==> config.mk <==
export PLATFORM = sky130hd
export DESIGN_NAME = pc_sequencer_flat
export DESIGN_NICKNAME = d
export VERILOG_FILES = /design/src/rtl/pc_sequencer_if.sv /design/src/rtl/pc_sequencer.sv /design/src/flat_wrapper.sv
export SDC_FILE = /design/constraint.sdc
export NUM_CORES = 1
export LEC_CHECK = 0
export ABC_AREA = 1
export CAP_MARGIN = 20
export CORE_MARGIN = 1.5
export CORE_UTILIZATION = 35
export DETAILED_ROUTE_END_ITERATION = 12
export PLACE_DENSITY = 0.6
export REMOVE_ABC_BUFFERS = 1
export SYNTH_ARGS = -nofsm -noshare
export SYNTH_HDL_FRONTEND = slang
export SYNTH_SLANG_ARGS = --single-unit
==> constraint.sdc <==
create_clock -name CLK -period 6.5 [get_ports CLK]
set_input_delay 0.65 -clock CLK [delete_from_list [all_inputs] [get_ports CLK]]
set_output_delay 0.65 -clock CLK [all_outputs]
set_load 0.02 [all_outputs]
==> src/rtl/pc_sequencer_if.sv <==
// ----------------------------------------------------------------------------
// pc_sequencer_if
// Groups the control-unit / ALU / memory-side signals of the PC sequencer.
//   master : driven by the control unit side (BUSYWAIT, JUMP, BRANCH_EQ,
//            BRANCH_NE, ZERO, OFFSET8); observes PC, PC_PLUS4, STALLED,
//            REDIRECT (and TAKEN_CNT when PC_TRACE_EN is defined).
//   slave  : the pc_sequencer itself (mirror directions).
// Optional feature macro: PC_TRACE_EN adds the TAKEN_CNT signal (width CNT_W).
// ----------------------------------------------------------------------------
interface pc_sequencer_if #(
    parameter int CNT_W = 16
);
    logic                    BUSYWAIT;
    logic                    JUMP;
    logic                    BRANCH_EQ;
    logic                    BRANCH_NE;
    logic                    ZERO;
    logic signed [7:0]       OFFSET8;
    logic        [31:0]      PC;
    logic        [31:0]      PC_PLUS4;
    logic                    STALLED;
    logic                    REDIRECT;
`ifdef PC_TRACE_EN
    logic        [CNT_W-1:0] TAKEN_CNT;
`endif

    if (CNT_W < 1) begin : g_bad_cnt_w
        $error("pc_sequencer_if: CNT_W must be at least 1");
    end

`ifdef PC_TRACE_EN
    modport master (
        output BUSYWAIT, JUMP, BRANCH_EQ, BRANCH_NE, ZERO, OFFSET8,
        input  PC, PC_PLUS4, STALLED, REDIRECT, TAKEN_CNT
    );
    modport slave (
        input  BUSYWAIT, JUMP, BRANCH_EQ, BRANCH_NE, ZERO, OFFSET8,
        output PC, PC_PLUS4, STALLED, REDIRECT, TAKEN_CNT
    );
`else
    modport master (
        output BUSYWAIT, JUMP, BRANCH_EQ, BRANCH_NE, ZERO, OFFSET8,
        input  PC, PC_PLUS4, STALLED, REDIRECT
    );
    modport slave (
        input  BUSYWAIT, JUMP, BRANCH_EQ, BRANCH_NE, ZERO, OFFSET8,
        output PC, PC_PLUS4, STALLED, REDIRECT
    );
`endif
endinterface

==> src/rtl/pc_sequencer.sv <==
// ----------------------------------------------------------------------------
// pc_sequencer
// Owns the program counter of the 8-bit CPU. Every cycle the PC either steps
// by PC_STEP or loads PC+PC_STEP+sext(OFFSET8<<2) when a jump/branch is taken.
// A memory stall (BUSYWAIT) freezes the PC; the branch decision seen on the
// cycle the stall began is captured and applied when the stall releases.
//
// Ports
//   CLK    in  : clock, all state changes on the rising edge
//   RESET  in  : synchronous, active-high reset (wins over every other input)
//   bus    slave modport of pc_sequencer_if:
//     BUSYWAIT, JUMP, BRANCH_EQ, BRANCH_NE, ZERO, OFFSET8 (inputs)
//     PC (registered), PC_PLUS4 (combinational), STALLED, REDIRECT,
//     TAKEN_CNT (PC_TRACE_EN only)
//
// Optional feature macro: PC_TRACE_EN -- saturating count of REDIRECT pulses.
// ----------------------------------------------------------------------------
module pc_sequencer #(
    parameter logic [31:0] RESET_PC = 32'h0000_0000,
    parameter logic [31:0] PC_STEP  = 32'd4,
    parameter int          CNT_W    = 16
) (
    input  logic           CLK,
    input  logic           RESET,
    pc_sequencer_if.slave  bus
);

    typedef enum logic [1:0] {
        S_BOOT  = 2'd0,
        S_RUN   = 2'd1,
        S_STALL = 2'd2
    } state_t;

    state_t             state_q, state_d;
    logic        [31:0] pc_q, pc_d;
    logic               pend_q, pend_d;
    logic        [31:0] pend_tgt_q, pend_tgt_d;
    logic               redirect_q, redirect_d;

    logic        [31:0] pc_plus4;
    logic signed [31:0] offset_ext;
    logic        [31:0] target;
    logic               taken;

    if (CNT_W < 1) begin : g_bad_cnt_w
        $error("pc_sequencer: CNT_W must be at least 1");
    end

    // OFFSET8 counts instruction words; scale to bytes with sign extension.
    assign offset_ext = {{22{bus.OFFSET8[7]}}, bus.OFFSET8, 2'b00};
    assign pc_plus4   = pc_q + PC_STEP;
    assign target     = pc_plus4 + $unsigned(offset_ext);
    assign taken      = bus.JUMP
                      | (bus.BRANCH_EQ &  bus.ZERO)
                      | (bus.BRANCH_NE & ~bus.ZERO);

    always_comb begin
        state_d    = state_q;
        pc_d       = pc_q;
        pend_d     = pend_q;
        pend_tgt_d = pend_tgt_q;
        redirect_d = 1'b0;

        unique case (state_q)
            S_BOOT: begin
                // First fetch happens at RESET_PC; PC is held for this cycle.
                state_d = S_RUN;
            end
            S_RUN: begin
                if (bus.BUSYWAIT) begin
                    pend_d     = taken;
                    pend_tgt_d = target;
                    state_d    = S_STALL;
                end else begin
                    pc_d       = taken ? target : pc_plus4;
                    redirect_d = taken;
                end
            end
            S_STALL: begin
                // Control inputs are ignored here; the decision is already latched.
                if (!bus.BUSYWAIT) begin
                    pc_d       = pend_q ? pend_tgt_q : pc_plus4;
                    redirect_d = pend_q;
                    pend_d     = 1'b0;
                    state_d    = S_RUN;
                end
            end
            default: begin
                state_d    = S_BOOT;
                pc_d       = RESET_PC;
                pend_d     = 1'b0;
                pend_tgt_d = 32'h0000_0000;
            end
        endcase
    end

    always_ff @(posedge CLK) begin
        if (RESET) begin
            state_q    <= S_BOOT;
            pc_q       <= RESET_PC;
            pend_q     <= 1'b0;
            pend_tgt_q <= 32'h0000_0000;
            redirect_q <= 1'b0;
        end else begin
            state_q    <= state_d;
            pc_q       <= pc_d;
            pend_q     <= pend_d;
            pend_tgt_q <= pend_tgt_d;
            redirect_q <= redirect_d;
        end
    end

    assign bus.PC       = pc_q;
    assign bus.PC_PLUS4 = pc_plus4;
    assign bus.STALLED  = (state_q == S_STALL);
    assign bus.REDIRECT = redirect_q;

`ifdef PC_TRACE_EN
    logic [CNT_W-1:0] cnt_q, cnt_d;

    function automatic logic [CNT_W-1:0] sat_inc(input logic [CNT_W-1:0] v);
        return (&v) ? v : v + 1'b1;
    endfunction

    // Counts on the same edge that raises REDIRECT, so both are visible together.
    always_comb begin
        cnt_d = cnt_q;
        if (redirect_d) begin
            cnt_d = sat_inc(cnt_q);
        end
    end

    always_ff @(posedge CLK) begin
        if (RESET) begin
            cnt_q <= '0;
        end else begin
            cnt_q <= cnt_d;
        end
    end

    assign bus.TAKEN_CNT = cnt_q;
`endif

endmodule

==> src/flat_wrapper.sv <==
// flat-port wrapper written by rule: the top's interface ports become plain ports
module pc_sequencer_flat 
#(
    parameter logic [31:0] RESET_PC = 32'h0000_0000,
    parameter logic [31:0] PC_STEP  = 32'd4,
    parameter int          CNT_W    = 16
)
  (CLK, RESET, bus_BUSYWAIT, bus_JUMP, bus_BRANCH_EQ, bus_BRANCH_NE, bus_ZERO, bus_OFFSET8, bus_PC, bus_PC_PLUS4, bus_STALLED, bus_REDIRECT);
  pc_sequencer_if #(.CNT_W(CNT_W)) bus_i ();
  input  logic CLK;
  input  logic RESET;
  input wire logic [$bits(bus_i.BUSYWAIT)-1:0] bus_BUSYWAIT;
  input wire logic [$bits(bus_i.JUMP)-1:0] bus_JUMP;
  input wire logic [$bits(bus_i.BRANCH_EQ)-1:0] bus_BRANCH_EQ;
  input wire logic [$bits(bus_i.BRANCH_NE)-1:0] bus_BRANCH_NE;
  input wire logic [$bits(bus_i.ZERO)-1:0] bus_ZERO;
  input wire logic [$bits(bus_i.OFFSET8)-1:0] bus_OFFSET8;
  output wire logic [$bits(bus_i.PC)-1:0] bus_PC;
  output wire logic [$bits(bus_i.PC_PLUS4)-1:0] bus_PC_PLUS4;
  output wire logic [$bits(bus_i.STALLED)-1:0] bus_STALLED;
  output wire logic [$bits(bus_i.REDIRECT)-1:0] bus_REDIRECT;
  assign bus_i.BUSYWAIT = bus_BUSYWAIT;
  assign bus_i.JUMP = bus_JUMP;
  assign bus_i.BRANCH_EQ = bus_BRANCH_EQ;
  assign bus_i.BRANCH_NE = bus_BRANCH_NE;
  assign bus_i.ZERO = bus_ZERO;
  assign bus_i.OFFSET8 = bus_OFFSET8;
  assign bus_PC = bus_i.PC;
  assign bus_PC_PLUS4 = bus_i.PC_PLUS4;
  assign bus_STALLED = bus_i.STALLED;
  assign bus_REDIRECT = bus_i.REDIRECT;
  pc_sequencer #(.RESET_PC(RESET_PC), .PC_STEP(PC_STEP), .CNT_W(CNT_W)) u_core (.CLK(CLK), .RESET(RESET), .bus(bus_i));
endmodule
Yosys cells after proc, flatten, opt, wreduce, memory -nomap -nowiden
Index checks and enable logic that the tools add are counted.
{"block": "totals", "regBits": 68, "latchBits": 0, "ram_bits": 0, "rom_bits": 0, "inputBits": 15, "word_cells": 41, "memories": 0}
{"block": "classes", "addsub": 2, "multipliers": 0, "n_div": 0, "magnitude_cmp": 0, "eq_ne": 5, "shifts": 0, "n_mux": 16, "n_bitwise": 7, "n_reduce_logical": 6}
{"op": "$mux W32", "n": 5}
{"op": "$pmux W32 S3", "n": 1}
{"op": "$pmux W32 S2", "n": 1}
{"op": "$add A32 B3 Y32 const B", "n": 1}
{"op": "$add A32 B32 Y32", "n": 1}
{"op": "$ne A2 B2 Y1 const B", "n": 3}
{"op": "$pmux W2 S3", "n": 1}
{"op": "$reduce_and A3 Y1", "n": 2}
{"op": "$mux W1", "n": 4}
{"op": "$mux W2", "n": 2}
{"op": "$reduce_and A2 Y1", "n": 2}
{"op": "$not A1 Y1", "n": 3}
{"op": "$pmux W1 S3", "n": 1}
{"op": "$and A1 B1 Y1", "n": 2}
{"op": "$eq A2 B1 Y1 const B", "n": 1}
{"op": "$eq A2 B2 Y1 const B", "n": 1}
{"op": "$logic_not A2 Y1", "n": 1}
{"op": "$or A1 B1 Y1", "n": 2}
{"op": "$pmux W1 S2", "n": 1}
{"op": "$reduce_or A2 Y1", "n": 1}

Logic depth before layout (Yosys ltp)
Gate-level depths: netlist (run 1).
{"block": "logic_depth", "ltp_word": 6, "mapped_depth": 25, "depth_no_buf": 25}

Worst setup path before layout (run 1)
OpenSTA, ideal clock, no wires.
{"block": "synth_path", "path_kind": "flip-flop to flip-flop", "from": "register u_core.pc_q[2] (netlist: u_core.bus.PC[2])", "to": "register u_core.pc_q[27] (netlist: u_core.bus.PC[27])", "arrival_ps": 2912, "required_ps": 6368, "path_slack_ps": 3455, "stages_incl_launch_ff": 19, "path_buffers": 0, "period_less_slack_ps": 3045, "cell_sequence": "dfxtp_1 ha_1 nand2_1 nor2_2 nand2_1 nor2_1 xor2_1 inv_1 ha_1 a21oi_1 nand2_1 a21oi_1 nor2_1 nor2_1 nand3_1 nand3_1 nand2_1 nand2_1 a21oi_1"}
{"block": "synth_between", "elab_chain_len": 5, "elab_cells_between_ends": 7}
{"item": "start: declaration", "line": "pc_sequencer.sv:35", "source": "logic [31:0] pc_q, pc_d;"}
{"item": "start signal: assignment", "line": "pc_sequencer.sv:106", "source": "pc_q <= pc_d;"}
{"item": "$add A32 B3 Y32", "line": "pc_sequencer.sv:51", "source": "assign pc_plus4 = pc_q + PC_STEP;"}
{"item": "net bus_PC_PLUS4[18]", "line": "flat_wrapper.sv:19", "source": "output wire logic [$bits(bus_i.PC_PLUS4)-1:0] bus_PC_PLUS4;"}
{"item": "$add A32 B32 Y32", "line": "pc_sequencer.sv:52", "source": "assign target = pc_plus4 + $unsigned(offset_ext);"}
{"item": "$mux W32", "line": "pc_sequencer.sv:75", "source": "pc_d = taken ? target : pc_plus4;"}
{"item": "$mux W32", "line": "pc_sequencer.sv:70", "source": "if (bus.BUSYWAIT) begin"}
{"item": "$pmux W32 S3", "line": "pc_sequencer.sv:64", "source": "unique case (state_q)"}
The timed path passes the listed nets, and every way through them passes these cells. The select of a mux whose other input is x is not followed.
A chain may end at the register's enable or synchronous reset.

Worst setup path in the final report (run 1)
{"block": "layout_path", "from": "register u_core.pc_q[2] (netlist: u_core.bus.PC[2])", "to": "register u_core.pc_q[27] (netlist: u_core.bus.PC[27])"}
{"block": "layout_between", "elab_chain_len": 5, "elab_cells_between_ends": 7}
{"item": "$add A32 B3 Y32 *", "line": "pc_sequencer.sv:51"}
{"item": "$add A32 B32 Y32", "line": "pc_sequencer.sv:52"}
{"item": "$mux W32", "line": "pc_sequencer.sv:75"}
{"item": "$mux W32", "line": "pc_sequencer.sv:70"}
{"item": "$pmux W32 S3 *", "line": "pc_sequencer.sv:64"}
Every way passes the cells marked *; elsewhere a longest branch is shown, timed or not. The select of a mux whose other input is x is not followed.

==> impl_metrics.json, run 1 <==
{
  "synth_ff_type": "dfxtp_1",
  "max_cap_viol_count": 0,
  "endpoint_kind": "register",
  "fin_cells": 1451,
  "rsz0062_at_grt": "false",
  "cp-start-kind": "register",
  "cp_common_cell": "nand2_1",
  "drive_gt1_share_pct": 6.06,
  "p_leak_nw": 3.68,
  "drt-initial-drc-count": 594,
  "cp.required_ns": 6.69,
  "coreArea_mm2": 0.0181,
  "track_usage_pct": 23.8,
  "seq_area_mm2": 0.00136,
  "arrival_ns": 3.82,
  "setup_viol": 0,
  "grt_max_degree": 67,
  "final_util_pct": 43.3,
  "ios": 81,
  "ys_ff_latch": 68,
  "wl_um": 23300,
  "fp.dieH_um": 140,
  "status": "complete, but fails checks",
  "synth_compound_area_share_pct": 12.4,
  "die_w_um": 140,
  "wire_per_inst_um": 16.1,
  "post_cts_resized": 0,
  "critical_path.max_fanout": 7,
  "clk_latency_ns": 0.35,
  "crit_type": "reg2reg",
  "ant_nets": 0,
  "slew_headroom_pct": 29.6,
  "placed_cells_incl_taps": 1435,
  "netlist_instances": 1151,
  "holdBufCountCts": 0,
  "antenna_cells": 0,
  "antenna_found_initial": 0,
  "rr_worst_depth": 18,
  "clockRootBuffer": "clkbuf_16",
  "synthSimpleGateAreaFrac_pct": 44.7,
  "io_buffers": 80,
  "initial_core_util_pct": 36.0,
  "fmax_ghz": 0.275,
  "dr.pass1.iters": 9,
  "multi_input_area_mm2": 0.00448,
  "cts.clk_slew.worst_paths_ns": 0.06,
  "cts_buffers": 9,
  "place.gp.congestion": 0.945,
  "tightest_slew_ns": 1.05,
  "cpMaxStageDelayCell": "dfxtp_1",
  "vias_per_cell": 5.05,
  "fill_cells": 2010,
  "ir_drop_v": 0.000148,
  "finalSetupTns_ns": 0,
  "yosysWarnings": 0,
  "fin_skew_ns": 0.00985,
  "hold_path_depth": 2,
  "yosysSeqAreaShare_pct": 20.8,
  "clock_path_buffers": 2,
  "finalNetCount": 1274,
  "first_global_vias": 6849,
  "cpPeakStageDelay_ns": 0.49,
  "final_max_slew_viol_count": 0,
  "synthMuxAreaShare_pct": 0,
  "violations": "design-rule violations",
  "area_growth_syn_to_layout_pct": 20.2,
  "cts_max_level": 3,
  "cts_tree": "yes",
  "grt_first_pass_wirelength_um": 36500,
  "die_area_mm2": 0.0195,
  "gr-total-overflow": 0,
  "synth_edf_count": 0,
  "dp_hpwl_um": 17800,
  "vias": 7333,
  "finalHoldViolCount": 0,
  "syn_area_mm2": 0.00654,
  "fin_crit_ns": 3.63,
  "drc_errors": 5,
  "syn_avg_cell_area_um2": 5.68,
  "yosys.area_share.adder_pct": 8.15,
  "ys_types": 41,
  "num_rows": 49,
  "powerDensity_mw_per_mm2": 174,
  "async_flop_share_pct": 0,
  "clock_sinks": 68,
  "period_share_pct": 55.9,
  "synth_top_family_by_area": "simple AND/OR/NAND/NOR gates",
  "path_cells": "ha_1 -> nand2_1 -> nor2_2 -> nand2_1 -> nor2_1 -> xor2_1 -> inv_1 -> ha_1 -> a21oi_1 -> nand2_1 -> a21oi_1 -> nor2_1 -> nor2_1 -> nand3_1 -> nand3_1 -> nand2_1 -> nand2_1 -> a21oi_1",
  "cts_setup_buffers": 0,
  "min_path_type": "reg2reg",
  "synth_xor_area_share_pct": 3.06
}
## sequential cells by signal, summed over array words and instances, names as in the netlist
signal,count
u_core.pend_q,1
u_core.bus.REDIRECT,1
u_core.pend_tgt_q,32
u_core.state_q,2
u_core.bus.PC,32
## layout by cell type (no fill, tap or decap), types with 8 or more instances in the layout
master / instances
xor2_1: 10
nor2_1: 85
ha_1: 41
dfxtp_1: 68
a21oi_1: 100
nand4_1: 11
xnor2_1: 11
inv_1: 142
o21ai_0: 20
nor2_2: 8
o21ai_1: 10
nor2_4: 8
clkdlybuf4s50_1: 79
o21bai_1: 10
inv_2: 10
nand3_1: 82
clkbuf_16: 9
nand2_1: 446
nand2_2: 10
## path summary, 6_finish.rpt
kind	startpoint	end	slack (ns)
max	u_core.bus.PC[2]	u_core.bus.PC[27]	2.87
min reg2reg	u_core.pend_tgt_q[14]	u_core.pend_tgt_q[14]	0.47
min	u_core.pend_tgt_q[14]	u_core.pend_tgt_q[14]	0.47
max reg2reg	u_core.bus.PC[2]	u_core.bus.PC[27]	2.87
## layer usage
metal / global-route usage (%) / share of wire (%) / up-vias
met5: 0 / 0 / -
met2: 39.9 / 46 / 241
met1: 32.1 / 46 / 3295
li1: - / - / 3764
met3: 3.58 / 6.1 / 33
met4: 5.82 / 1.8 / 0
## report_power, final
| group | switching (mW) | total, mW | internal (mW) |
|---|---|---|---|
| Combinational | 0.257 | 0.370 | 0.113 |
| Clock | 0.200 | 0.546 | 0.346 |
| Sequential | 0.0193 | 0.454 | 0.435 |
| Total | 0.476 | 1.37 | 0.894 |
## worst max-delay path, delay by kind of cell (launching register included)
family,cells,cell delay (ns)
simple gates,11,1.40
buf+inv,1,0.11
compound gates,3,0.54
flops,1,0.49
fa+ha+maj,2,0.61
xor+xnor,1,0.32
## stage by stage
| stage | hold WS [ns] | power (mW) | setup WS (ns) | area [um2] |
|---|---|---|---|---|
| finish | 0.465 | 1.37 | 2.87 | 7860 |
| global route | 0.481 | 1.43 | 2.48 | 7860 |
| floorplan | 0.439 | 0.676 | 3.39 | 6400 |
| CTS | 0.467 | 1.37 | 2.91 | 7860 |
| global placement | 0.454 | 0.829 | 3.03 | 7530 |
| detailed placement | 0.457 | 0.830 | 2.94 | 7530 |
## synth_stat cells, types with 2 or more instances
cell      instances  area, um2
a21o_1            2       15.0
a21oi_1         100        500
and2_1            5       31.3
buf_2            11       55.1
buf_4             3       22.5
clkbuf_1         15       56.3
dfxtp_1          68       1360
ha_1             41        513
inv_1           142        533
inv_2            10       37.5
nand2_1         446       1670
nand2_2          10       62.6
nand3_1          82        410
nand3_2           3       30.0
nand3b_1          7       52.6
nand4_1          11       68.8
nor2_1           86        323
nor2_2            7       43.8
nor2_4            8       90.1
nor3_1            7       35.0
o211ai_1          2       15.0
o21ai_0          20        100
o21ai_1          11       55.1
o21bai_1         10       75.1
or2_1             3       18.8
or2_2             7       43.8
xnor2_1          11       96.3
xor2_1           10       87.6
## cells by family (layout without fill, tap and decap cells)
family / Yosys count / count (layout)
AOI/OAI and AO/OA: 151 / 151
adders and majority gates: 42 / 42
and+or+nand+nor: 685 / 685
buffers and inverters: 183 / 254
xor gates and xnor gates: 22 / 22
DFF: 68 / 68
## layout make-up
class / count / area share (%)
inverters: 153 / 7.31
well taps: 229 / 3.65
clock inverters: 6 / 1.10
clock buffers: 10 / 3.04
repair buffers: 85 / 10.6
multi-input cells: 900 / 57.0
flip-flops and latches: 68 / 17.3
Power figures use the tool's default switching activity.
==> run 2: changes to the inputs <==
==> constraint.sdc (replaced) <==
create_clock -name CLK -period 3.4 [get_ports CLK]
set_input_delay 0.34 -clock CLK [delete_from_list [all_inputs] [get_ports CLK]]
set_output_delay 0.34 -clock CLK [all_outputs]
set_load 0.02 [all_outputs]
==> run 2 against run 1 <==
Compared with the run above:
- the flow still finishes with violations (design-rule violations)
- sequential share of layout area fell by 0.71 points
- critical path depth rose by 3
- clock skew fell by 0.0029 ns
- combinational power rose by 100%
- count of clock-buffer cells in the layout did not move
- routed wire length rose by 3.4%
- sequential cell count did not move
- largest cell class unchanged
==> impl_metrics.json, run 2 (synthesis gave the netlist of run 1 again) <==
{
  "finalHoldViolCount": 0,
  "min_path_type": "reg2reg",
  "p_leak_nw": 3.84,
  "gr-total-overflow": 0,
  "setup_viol": 0,
  "max_cap_viol_count": 0,
  "dr.pass1.iters": 9,
  "clock_path_buffers": 2,
  "endpoint_kind": "register",
  "vias_per_cell": 5.11,
  "antenna_cells": 0,
  "final_cell_area_mm2": 0.00823,
  "cts_buffers": 9,
  "tightest_slew_ns": 0.765,
  "grt.busiest_layer": "met2",
  "final_max_slew_viol_count": 0,
  "cts.clk_slew.worst_paths_ns": 0.06,
  "grt_max_degree": 34,
  "cpLargestDelayFamily": "simple AND/OR/NAND/NOR gates",
  "path_cells": "buf_4 -> inv_2 -> nor2_4 -> nand2_1 -> nor2_1 -> or2_2 -> nand2_1 -> inv_1 -> ha_1 -> nand2_1 -> inv_1 -> nand2_1 -> nand2_1 -> nand2_1 -> nand3_1 -> a21oi_1 -> nand3_1 -> nand3_1 -> nand2_1 -> nand2_1 -> a21oi_1",
  "cpPeakStageDelay_ns": 0.35,
  "antenna_found_initial": 0,
  "die_w_um": 140,
  "ir_drop_v": 0.000240,
  "slew_headroom_pct": 49.0,
  "finalNetCount": 1300,
  "initial_core_util_pct": 36.0,
  "fin_crit_ns": 3.22,
  "area_growth_syn_to_layout_pct": 25.8,
  "io_buffers": 80,
  "cts_max_level": 3,
  "drc_errors": 5,
  "grt.met2_usage_pct": 41.2,
  "worst_hold_slack_ns": 0.466,
  "drt-initial-drc-count": 692,
  "fp.dieH_um": 140,
  "crit_type": "reg2reg",
  "fmax_ghz": 0.311,
  "dp_hpwl_um": 18700,
  "cp-start-kind": "register",
  "rsz0062_at_grt": "false",
  "ant_nets": 0,
  "clk_latency_ns": 0.34,
  "p_total_mw": 2.59,
  "placed_area_mm2": 0.00774,
  "wire_per_inst_um": 16.3,
  "finalSetupTns_ns": 0,
  "status": "complete, but fails checks",
  "num_rows": 49,
  "violations": "design-rule violations",
  "fin_skew_ns": 0.00697,
  "layout_common_cells": "436 x nand2_1, 142 x inv_1, 93 x a21oi_1",
  "holdBufCountCts": 0,
  "place.gp.congestion": 0.946,
  "post-place-ws_ns": 0.0789,
  "clockRootBuffer": "clkbuf_16",
  "arrival_ns": 3.41,
  "cts_tree": "yes",
  "drive_gt1_share_pct": 11.1,
  "ios": 81,
  "track_usage_pct": 24.8,
  "final_common_cell": "nand2_1",
  "clock_sinks": 68,
  "cpMaxStageDelayCell": "ha_1",
  "critPathBufInv": 4,
  "coreArea_mm2": 0.0181,
  "powerDensity_mw_per_mm2": 314,
  "post-route-worst-setup-slack_ns": 0.181,
  "first_global_vias": 7067,
  "die_area_mm2": 0.0195,
  "grt_use_met1_pct": 33.3,
  "wl_um": 24100,
  "critical_path.max_fanout": 5,
  "grt_first_pass_wirelength_um": 37800,
  "cp.required_ns": 3.59,
  "period_share_pct": 94.7,
  "cp_common_cell": "nand2_1",
  "fill_cells": 1990,
  "r2r_slack_ns": 0.18,
  "vias": 7546,
  "grtUsageMet3_pct": 3.99
}
-- run 2: changes by cell type in the layout (fill, tap and decap cells not counted), moves of 4 or more --
cell / delta
nand2_1: -10
nor2_2: +9
nand2_2: +7
dfxtp_1: -4
a21oi_1: -7
buf_4: +24
ha_1: -4
dfxtp_2: +4
nor2_1: -10
a21oi_2: +6
-- run 2: final cells by class --
class                   count  area, um2  share of cell area, %
well taps                 229        287                   3.48
multi-input cells         900       4640                   56.4
clock buffers              10        239                   2.90
clock inverters             6       63.8                  0.776
flip-flops and latches     68       1370                   16.6
inverters                 153        574                   6.98
repair buffers            111       1050                   12.8
-- run 2: layer usage --
layer | up-vias | part of all wire, %
li1 | 3821 | -
met1 | 3434 | 45
met2 | 260 | 47
met3 | 31 | 6.3
met4 | 0 | 1.8
met5 | - | 0
-- run 2: final timing paths --
kind,start,end,cells past startpoint
setup reg to reg,u_core.bus.PC[2],u_core.bus.PC[30],21
hold reg to reg,u_core.pend_tgt_q[25],u_core.pend_tgt_q[25],2
setup / recovery,u_core.bus.PC[2],u_core.bus.PC[30],21
hold / removal,u_core.pend_tgt_q[25],u_core.pend_tgt_q[25],2
-- run 2: metrics by stage --
| step | utilization, % | cells |
|---|---|---|
| global placement | 42.6 | 1460 |
| finish | 45.3 | 1477 |
| global route | 45.3 | 1477 |
| detailed placement | 42.6 | 1460 |
| CTS | 44.3 | 1476 |
| floorplan | - | 1121 |
-- run 2: power by group --
part	switching, mW	internal [mW]
clock	0.384	0.586
sequential	0.0324	0.831
combinational	0.510	0.243
-- run 2: worst reg2reg max path: stages, from the launching register on --
cell	delay, ns
dfxtp_1	0.33
buf_4	0.16
inv_2	0.13
nor2_4	0.07
nand2_1	0.16
nor2_1	0.09
or2_2	0.27
nand2_1	0.13
inv_1	0.08
ha_1	0.35
nand2_1	0.20
inv_1	0.06
nand2_1	0.06
nand2_1	0.06
nand2_1	0.06
nand3_1	0.12
a21oi_1	0.24
nand3_1	0.15
nand3_1	0.12
nand2_1	0.08
nand2_1	0.06
a21oi_1	0.06
-- run 2: timing repair --
action | 4_1_cts | 5_1_grt
setup buffers | 0 | 1
resized for setup | 0 | 47
endpoints found under the setup margin | 0 | 26
==> run 3: changes to the inputs <==
--- a/config.mk
+++ b/config.mk
@@ -7,10 +7,13 @@
 export LEC_CHECK = 0
 export ABC_AREA = 1
 export CAP_MARGIN = 20
+export CELL_PAD_IN_SITES_DETAIL_PLACEMENT = 2
+export CELL_PAD_IN_SITES_GLOBAL_PLACEMENT = 2
 export CORE_MARGIN = 1.5
-export CORE_UTILIZATION = 35
+export CORE_UTILIZATION = 29
+export CTS_BUF_LIST = sky130_fd_sc_hd__clkbuf_16
 export DETAILED_ROUTE_END_ITERATION = 12
-export PLACE_DENSITY = 0.6
+export PLACE_DENSITY = 0.86
 export REMOVE_ABC_BUFFERS = 1
 export SYNTH_ARGS = -nofsm -noshare
 export SYNTH_HDL_FRONTEND = slang
==> run 3 against run 2 <==
Compared with the run above:
- the run still ends with design-rule violations left
- critical endpoint is now u_core.bus.PC[25]
- clock skew up 0.011 ns
- final cell count up 4.9%
- largest power group unchanged
- via count up 9.5%
- worst hold slack worse by 0.11 ns
- fmax down 4.3%
==> impl_metrics.json, run 3 (synthesis gave the netlist of run 1 again) <==
{
  "drt-initial-drc-count": 383,
  "clkPwrFrac_pct": 38.4,
  "fin_crit_ns": 3.36,
  "fmax_ghz": 0.297,
  "clk_latency_ns": 0.36,
  "die_area_mm2": 0.0235,
  "hold_start": "RESET",
  "cp.required_ns": 3.62,
  "antenna_found_initial": 0,
  "final_max_slew_viol_count": 0,
  "first_global_vias": 9061,
  "slew_headroom_pct": 50.8,
  "setup_viol": 0,
  "path_cells": "ha_2 -> inv_1 -> nor3_4 -> nand3_2 -> inv_1 -> nand3_1 -> nand2_1 -> inv_2 -> ha_2 -> nand2_2 -> nor2_2 -> and2_1 -> nand3_1 -> nand3_1 -> nand2_1 -> nand3_1 -> nand2_1 -> nand2_1 -> a21oi_1",
  "grt_max_degree": 34,
  "arrival_ns": 3.59,
  "min_path_type": "in2reg",
  "holdBufCountCts": 0,
  "cts.clk_slew.worst_paths_ns": 0.06,
  "cts_tree": "yes",
  "drc_errors": 7,
  "initial_core_util_pct": 29.8,
  "violations": "design-rule violations",
  "status": "complete, but fails checks",
  "clock_path_buffers": 2,
  "track_usage_pct": 28.3,
  "max_cap_viol_count": 0,
  "dp_hpwl_um": 24600,
  "p_total_mw": 2.78,
  "period_share_pct": 98.9,
  "tightest_slew_ns": 0.738,
  "wl_um": 34000,
  "io_buffers": 80,
  "critical_path.max_fanout": 5,
  "vias": 8264,
  "regToRegStartpoint": "u_core.bus.PC[2]",
  "vias_per_cell": 5.33,
  "rr_worst_depth": 19,
  "fp.dieH_um": 153,
  "netSwitchingFraction_pct": 37.9,
  "coreArea_mm2": 0.0220,
  "layout_common_cells": "434 x nand2_1, 140 x inv_1, 91 x a21oi_1",
  "ant_nets": 0,
  "die_w_um": 153,
  "ir_drop_v": 0.000191,
  "endpoint_kind": "register",
  "drive_gt1_share_pct": 14.4,
  "finalHoldViolCount": 0,
  "r2r_slack_ns": 0.04,
  "gr-total-overflow": 0,
  "cts_max_level": 3,
  "antenna_cells": 0,
  "rsz0062_at_grt": "true",
  "crit_type": "reg2reg",
  "ios": 81,
  "final_util_pct": 38.7,
  "r2r_end": "u_core.bus.PC[25]",
  "grt_first_pass_wirelength_um": 50700,
  "dr.pass1.iters": 8,
  "fin_skew_ns": 0.0180,
  "fill_cells": 2738,
  "switchingPower_mw": 1.05,
  "post-route-worst-setup-slack_ns": 0.0360,
  "cp-start-kind": "register",
  "post-place-ws_ns": -0.0685,
  "comb_power_share_pct": 30.5,
  "num_rows": 54,
  "place.gp.congestion": 0.906,
  "cpMaxStageDelayCell": "ha_2",
  "power_frac_seq_pct": 31.2,
  "p_int_mw": 1.73,
  "finalSetupTns_ns": 0,
  "wire_per_inst_um": 21.9,
  "area_growth_syn_to_layout_pct": 30.1,
  "p_leak_nw": 3.96,
  "cpPeakStageDelay_ns": 0.40,
  "clockRootBuffer": "clkbuf_16",
  "hold_end": "u_core.bus.PC[16]",
  "finalNetCount": 1322,
  "clock_sinks": 68,
  "final_common_cell": "nand2_1",
  "cts_buffers": 9,
  "hold_path_depth": 2,
  "powerDensity_mw_per_mm2": 327
}
==> run 3: cell count changes in the layout (fill, tap and decap cells not counted), moves of 3 or more <==
cell,before,now
nand2_2,17,21
dfxtp_1,64,58
ha_2,1,7
dfxtp_2,4,9
ha_1,37,33
buf_4,29,51
a21oi_2,7,10
nor2_1,75,72
==> run 3: power by group through the flow <==
stage | Clock, mW | Sequential, mW | Combinational [mW]
finish | 1.07 | 0.867 | 0.848
global route | 1.11 | 0.870 | 0.906
CTS | 1.09 | 0.865 | 0.818
detailed placement | 0 | 0.881 | 0.799
global placement | 0 | 0.878 | 0.770
floorplan | 0 | 0.894 | 0.399
==> run 3: critical path, delay by kind of cell (launching register included) <==
family                     cells  cell delay (ns)
and+or+nand+nor               13             1.83
adders and majority gates      2             0.64
DFF                            1             0.37
buffers and inverters          3             0.32
AOI/OAI and AO/OA              1             0.06
==> run 3: what timing repair did <==
| item | CTS | global route |
|---|---|---|
| pin swaps | 0 | 7 |
| setup buffers | 0 | 4 |
| resized for setup | 9 | 59 |
| cloned | 0 | 0 |
| setup endpoints to repair | 8 | 30 |
==> run 3: per-layer routing <==
metal,routed length [um],vias to the layer above,GRT usage [%]
li1,-,3854,-
met5,0,-,0
met3,1240,74,3.88
met2,17000,224,50.7
met1,14500,4112,33.4
met4,1290,0,12.7
==> run 3: final cells by class <==
type / instances / area, um2 / share of cell area (%)
Tap cell: 280 / 350 / 4.12
Timing Repair Buffer: 133 / 1220 / 14.3
Clock inverter: 7 / 90.1 / 1.06
Inverter: 153 / 574 / 6.75
Multi-Input combinational cell: 900 / 4670 / 54.9
Sequential cell: 68 / 1380 / 16.2
Clock buffer: 9 / 225 / 2.65
==> run 3: how the worst max path moves through the flow <==
stage | from | endpoint | slack (ns)
finish | u_core.bus.PC[2] | u_core.bus.PC[25] | 0.04
global route | u_core.bus.PC[15] | u_core.bus.PC[24] | -0.12
CTS | u_core.bus.PC[2] | u_core.bus.PC[14] | -0.02
detailed placement | u_core.bus.PC[2] | u_core.bus.PC[31] | -0.07
global placement | u_core.bus.PC[2] | u_core.bus.PC[31] | 0.05
floorplan | u_core.bus.PC[2] | u_core.bus.PC[27] | 0.29
==> run 3: metrics by stage <==
stage / std cells / cell area (um2) / hold WS [ns]
after global routing: 1550 / 8500 / 0.369
final: 1550 / 8500 / 0.354
after global placement: 1530 / 7930 / 0.452
after CTS: 1546 / 8280 / 0.340
after detailed placement: 1530 / 7930 / 0.462
after floorplan: 1121 / 6400 / 0.402
